<file path="src/rtl/cory_packn.sv">
// cory_packn: N-channel valid/ready packer; one holding slot per channel, masked
// channels are skipped, and a full set is concatenated into a registered output beat.
module cory_packn #(
  parameter int NCH = 8,
  parameter int W   = 8,
  parameter int Z   = NCH * W
) (
  input  logic           clk,
  input  logic           reset_n,
  input  logic [NCH-1:0] i_a_v,
  input  logic [Z-1:0]   i_a_d,
  output logic [NCH-1:0] o_a_r,
  input  logic [NCH-1:0] i_mask,
  output logic           o_z_v,
  output logic [Z-1:0]   o_z_d,
  input  logic           i_z_r,
  output logic           o_idle
);
  logic [NCH-1:0]        h_v_q, h_v_d;
  logic [NCH-1:0][W-1:0] h_d_q, h_d_d;
  logic                  z_v_q, z_v_d;
  logic [Z-1:0]          z_d_q, z_d_d;
  logic                  out_free, all_in, fire;
  logic [NCH-1:0]        acc;
  assign out_free = ~z_v_q | i_z_r;
  assign all_in   = (&(h_v_q | ~i_mask)) & (|i_mask);
  assign fire     = out_free & all_in;
  // i_z_r reaches ready through fire, so a full slot can refill while it drains
  assign o_a_r    = i_mask & (~h_v_q | {NCH{fire}});
  assign acc      = i_a_v & o_a_r;
  assign o_z_v    = z_v_q;
  assign o_z_d    = z_d_q;
  assign o_idle   = ~(|h_v_q) & ~z_v_q;
  always_comb begin
    h_v_d = (h_v_q & ~({NCH{fire}} & i_mask)) | acc;
    h_d_d = h_d_q;
    z_v_d = fire | (z_v_q & ~i_z_r);
    z_d_d = z_d_q;
    for (int k = 0; k < NCH; k++) begin
      if (acc[k]) h_d_d[k] = i_a_d[k*W +: W];
      if (fire) z_d_d[k*W +: W] = i_mask[k] ? h_d_q[k] : '0;
    end
  end
  always_ff @(posedge clk or negedge reset_n) begin
    if (!reset_n) begin
      h_v_q <= '0;
      h_d_q <= '0;
      z_v_q <= 1'b0;
      z_d_q <= '0;
    end else begin
      h_v_q <= h_v_d;
      h_d_q <= h_d_d;
      z_v_q <= z_v_d;
      z_d_q <= z_d_d;
    end
  end
`ifndef SYNTHESIS
  a_mask_static: assert property (@(posedge clk) disable iff (!reset_n) !$stable(i_mask) |-> o_idle)
    else $error("cory_packn: i_mask changed while not idle");
`endif
`ifdef SIM
`ifdef CORY_MON
  cory_monitor #(.W(Z)) u_mon (
    .clk    (clk),
    .reset_n(reset_n),
    .v      (o_z_v),
    .r      (i_z_r),
    .d      (o_z_d)
  );
`endif
`endif
endmodule
</file>
<file path="config.mk">
export PLATFORM = sky130hd
export DESIGN_NAME = cory_packn
export DESIGN_NICKNAME = d
export VERILOG_FILES = /design/src/rtl/cory_packn.sv
export SDC_FILE = /design/constraint.sdc
export NUM_CORES = 1
export LEC_CHECK = 0
export CORE_MARGIN = 3
export CORE_UTILIZATION = 30
export DETAILED_ROUTE_END_ITERATION = 7
export GPL_ROUTABILITY_DRIVEN = 0
export PLACE_DENSITY_LB_ADDON = 0.12
export SYNTH_ARGS = -nofsm -noshare
export SYNTH_HDL_FRONTEND = slang
export SYNTH_SLANG_ARGS = --single-unit
</file>
<file path="constraint.sdc">
create_clock -name clk -period 4.1 [get_ports clk]
set_input_delay 1.025 -clock clk [delete_from_list [all_inputs] [get_ports clk]]
set_output_delay 1.025 -clock clk [all_outputs]
set_load 0.01 [all_outputs]
</file>
Yosys cells after proc, flatten, opt, wreduce, memory -nomap -nowiden
Cells that the tools add are included.
{"block": "totals", "output_inout_bits": 74, "register_bits": 137, "inputBits": 83, "elab_cells": 41}
{"block": "op_classes", "n_bitwise": 19, "muxes": 8, "reduce_logical": 3}
{"op": "two-way mux 8 bit", "n": 8}
{"op": "AND 8 bit", "n": 4}
{"op": "NOT 8 bit", "n": 3}
{"op": "OR 8 bit", "n": 3}
{"op": "OR reduction 8 bit", "n": 2}
{"op": "AND reduction 8 bit", "n": 1}
{"op": "AND 1 bit", "n": 4}
{"op": "NOT 1 bit", "n": 3}
{"op": "OR 1 bit", "n": 2}

Depth between registers and ports, before layout
{"block": "logic_depth", "word_depth": 9, "depth_mapped": 8, "depth_no_buf": 5}

Worst setup path before layout
OpenSTA, ideal clock, no wires.
{"block": "synth_path", "path_kind": "input-to-output", "startpoint": "input i_mask[0]", "endpoint": "output o_a_r[0]", "cell_stages": 6, "t_arrival_ns": 2.352, "path_slack_ns": 0.723, "required_time_ns": 3.075, "n_path_buf": 2, "cell_sequence": "nor2b_1 a2111oi_4 nand4_2 buf_6 clkbuf_1 a21boi_0"}
{"block": "synth_between", "elab_chain_len": 7, "elab_cells_between_ends": 8, "cone_classes": "6 x bitwise; 2 x reduce/logical"}
{"item": "from (decl)", "line_no": "13", "text": "input logic [NCH-1:0] i_mask,"}
{"item": "NOT 8 bit", "line_no": "26", "text": "assign all_in = (&(h_v_q | ~i_mask)) & (|i_mask);"}
{"item": "OR 8 bit", "line_no": "26"}
{"item": "AND reduction 8 bit", "line_no": "26"}
{"item": "AND 1 bit", "line_no": "26"}
{"item": "AND 1 bit", "line_no": "27", "text": "assign fire = out_free & all_in;"}
{"item": "OR 8 bit", "line_no": "29", "text": "assign o_a_r = i_mask & (~h_v_q | {NCH{fire}});"}
{"item": "AND 8 bit *", "line_no": "29"}
{"item": "to (decl)", "line_no": "12", "text": "output logic [NCH-1:0] o_a_r,"}
Mark *: on every way between the ends. The rest lies on a longest branch, timed or not.

Final worst setup path
{"block": "layout_path", "startpoint": "input i_mask[1]", "endpoint": "output o_a_r[5]"}
{"block": "layout_between", "elab_chain_len": 7, "elab_cells_between_ends": 8, "cone_classes": "6 x bitwise; 2 x reduce/logical"}
{"item": "NOT 8 bit", "line_no": "26"}
{"item": "OR 8 bit", "line_no": "26"}
{"item": "AND reduction 8 bit", "line_no": "26"}
{"item": "AND 1 bit *", "line_no": "26"}
{"item": "AND 1 bit *", "line_no": "27"}
{"item": "OR 8 bit *", "line_no": "29"}
{"item": "AND 8 bit *", "line_no": "29"}
Marked as above.

==> reports/results.ini <==
[status]
status = complete, no violations

[drt]
wl_met3_um = 1120
wl_met1_um = 6840
ant_nets = 0
post_drt_wl_per_cell_um = 15.9
highest_layer = met4
drt_wl_total_um = 14400
first_iter_violations = 172
routed-wl-met2_um = 6300
num_vias = 4079
viasPerCell = 4.52
drt_pass1_iterations = 4
route.detailed.drc = 0

[place]
portBuffers = 156
hpwl_um = 10400

[pwr]
p_per_area_mw_per_mm2 = 714
total_power_mw = 5.85
p_leak_nw = 3.57
vdd_ir_drop_max_mv = 0.318

[final_layout]
syn_to_final_growth_pct = 46.8
layout.nets = 744
drive_gt1_share_pct = 12.3
regArea_mm2 = 0.00343
nFillCells = 1625
multi_input_area_mm2 = 0.00202
diodes = 0
fin_util_pct = 45.2

[logic_synthesis]
syn_area_mm2 = 0.00557
avgSynthCellArea_um2 = 11.4
synth.area.mux_share_pct = 14.0
ys_warn_count = 0
synth_cells = 487
synthXorXnorAreaFrac_pct = 0
synth_top_family_by_area = multiplexers
ys_ff_latch = 137
synth_fp_nets = 570
yosys.area_share.adder_pct = 0
synth-compound-area-share_pct = 10.8
synthSimpleGateAreaFrac_pct = 11.0
synth_cell_types = 24
yosysSeqAreaShare_pct = 61.5

[worst_setup_path]
rrSetupSlack_ps = 1740
arrival_ps = 2940
cp-start-kind = primary input
critPathRequiredTime_ps = 3070
crit_buf_inv = 3
reg2reg_from = h_v_q[0]
slowest_delay_ps = 480
path_delay_family = buffers and inverters
worstPathCellList = clkdlybuf4s50_1 -> nor2b_1 -> a2111oi_4 -> nand4_4 -> buf_4 -> a21boi_0 -> dlygate4sd2_1
crit_fanout = 4
critPathKind = primary input to primary output
slowest_stage = clkdlybuf4s50_1
critPathLaunch = i_mask[1]
end_kind = primary output

[worst_hold_path]
min_from = o_z_d[39]
hp-class = flop to flop

[global_route]
grt_pass1_wl_um = 22800
overflow = 0
grt_usage_pct = 14.5
grt_max_degree = 71
grt_pass1_vias = 4192
antenna_found_initial = 0

[sta]
rsz0062_at_grt = no
maxSlewViolCount = 0
fin_crit_sh_pct = 96.8
worst_pin_slew_ps = 658
report.final.hold_viol_count = 0
relSlewSlack_pct = 56.1
max_freq_mhz = 252
setup_viol = 0
holdWs_ps = 481
min_period_ps = 3970
clock_skew_ps = 5.58

[floorplanning]
start_util_pct = 30.8
ios = 157
fp.dieH_um = 142
dieArea_mm2 = 0.0203
row_count = 49
die_w_um = 142
core_area_mm2 = 0.0181

[clocking]
cts_tree = yes
insertion_delay_ps = 410
cts_root_buf = clkbuf_16
path_clk_slew_ps = 60
htreeDepth = 4
cts.path.max_buffers = 2
numCtsBuffers = 17
clock-sinks = 137

[flow_run]
drv_cap = 0

[cell families after synthesis]
family / count (synthesis)
buf+inv: 35
flops: 137
simple gates: 150
compound gates: 101
mux: 64
[through the flow]
step,area [µm²],TNS (ps),std cells,setup slack (ps)
6_report,8180,0,902,132
5_1_grt,8180,0,902,19.7
3_3_place_gp,7520,-920,870,-162
3_5_place_dp,7520,-1210,870,-204
4_1_cts,8180,0,902,99.8
2_1_floorplan,5570,0,487,723
[flip-flops by register name, summed over array words and instances (netlist names)]
| name | flops |
|---|---|
| o_z_d | 64 |
| h_d_q | 64 |
| o_z_v | 1 |
| h_v_q | 8 |
[layout make-up]
| class | count | area share, % |
|---|---|---|
| clock buffers | 20 | 5.58 |
| clock inverters | 11 | 2.37 |
| inverters | 5 | 0.229 |
| multi-input cells | 315 | 24.6 |
| flip-flops and latches | 137 | 41.9 |
| well taps | 229 | 3.50 |
| repair buffers | 185 | 21.8 |
[worst register-to-register path: cells and delay by family (launching register included)]
| family | cells | cell delay (ps) |
|---|---|---|
| AOI/OAI and AO/OA | 2 | 830 |
| buffers and inverters | 2 | 400 |
| DFF | 1 | 420 |
| muxes | 1 | 350 |
| and+or+nand+nor | 2 | 250 |
[cell usage after synthesis (all sizes together)]
| cell type | number | area, µm² |
|---|---|---|
| nor4 | 3 | 18.8 |
| inv | 5 | 18.8 |
| a31oi | 8 | 50.1 |
| a21o | 6 | 45.0 |
| clkbuf | 19 | 71.3 |
| a21oi | 10 | 72.6 |
| nor3 | 1 | 5.00 |
| a22oi | 2 | 15.0 |
| nor2b | 4 | 25.0 |
| nand2b | 1 | 6.26 |
| nand2 | 136 | 510 |
| a21boi | 9 | 67.6 |
| and4 | 1 | 8.76 |
| nand4 | 2 | 25.0 |
| mux2 | 64 | 781 |
| a2111oi | 1 | 27.5 |
| dfrtp | 137 | 3430 |
| o21ai | 65 | 325 |
| buf | 11 | 61.3 |
| and2 | 1 | 6.26 |
| nand3 | 1 | 5.00 |
[what timing repair did]
item                                    4_1_cts  5_1_grt
resized for setup                            10        3
endpoints found under the setup margin        8        4
hold buffers                                  0        0
pin swaps                                     1        0
gates cloned                                  0        0
endpoints found under the hold margin         0        0
buffers inserted                              1        0
[path summary, 6_finish.rpt]
| check | endpoint | depth (start not counted) |
|---|---|---|
| setup / recovery | o_a_r[5] | 7 |
| hold / removal | o_z_d[39] | 2 |
| setup reg to reg | h_d_q[45] | 7 |
| hold reg to reg | o_z_d[39] | 2 |
| max in group asynchronous | o_z_d[23] | 2 |
| min in group asynchronous | o_z_d[42] | 1 |
[metal layers]
metal / up-vias / track usage, %
met5: - / 0
met4: 0 / 3.30
met3: 6 / 5.54
met2: 128 / 21.6
met1: 1951 / 20.1
li1: 1994 / -
[where the power goes]
| group | switching (mW) | total, mW | internal (mW) | leakage [nW] |
|---|---|---|---|---|
| Sequential | 0.332 | 2.25 | 1.92 | 1.70 |
| Combinational | 0.890 | 1.92 | 1.02 | 1.55 |
| Clock | 0.569 | 1.68 | 1.11 | 0.316 |
[cell usage in the layout, fill, tap and decap left out]
cell type | Yosys | routed
buf_6 | 1 | 1
a21o_1 | 6 | 6
a2111oi_4 | 1 | 1
a21boi_1 | 0 | 2
nand2_1 | 136 | 136
nand2b_1 | 1 | 1
and4_1 | 1 | 1
clkdlybuf4s50_1 | 0 | 146
nor4_2 | 0 | 2
buf_12 | 0 | 1
nor2b_1 | 4 | 4
bufinv_16 | 0 | 5
clkinv_4 | 0 | 2
nand4_4 | 0 | 1
and2_1 | 1 | 1
o21ai_0 | 65 | 65
a22oi_1 | 2 | 2
inv_6 | 0 | 1
clkbuf_16 | 0 | 17
dlygate4sd2_1 | 0 | 9
clkbuf_8 | 0 | 2
a21oi_4 | 2 | 2
buf_4 | 0 | 28
nor3_1 | 1 | 1
nor4_1 | 3 | 1
clkinvlp_4 | 0 | 1
clkbuf_1 | 19 | 1
mux2_4 | 16 | 16
mux2_1 | 48 | 48
a21oi_1 | 8 | 8
clkinv_2 | 0 | 2
nand4_2 | 2 | 1
inv_1 | 5 | 5
nand3_1 | 1 | 1
dfrtp_1 | 137 | 137
a31oi_1 | 8 | 8
a21boi_0 | 9 | 7
(Power assumes the default switching activity.)
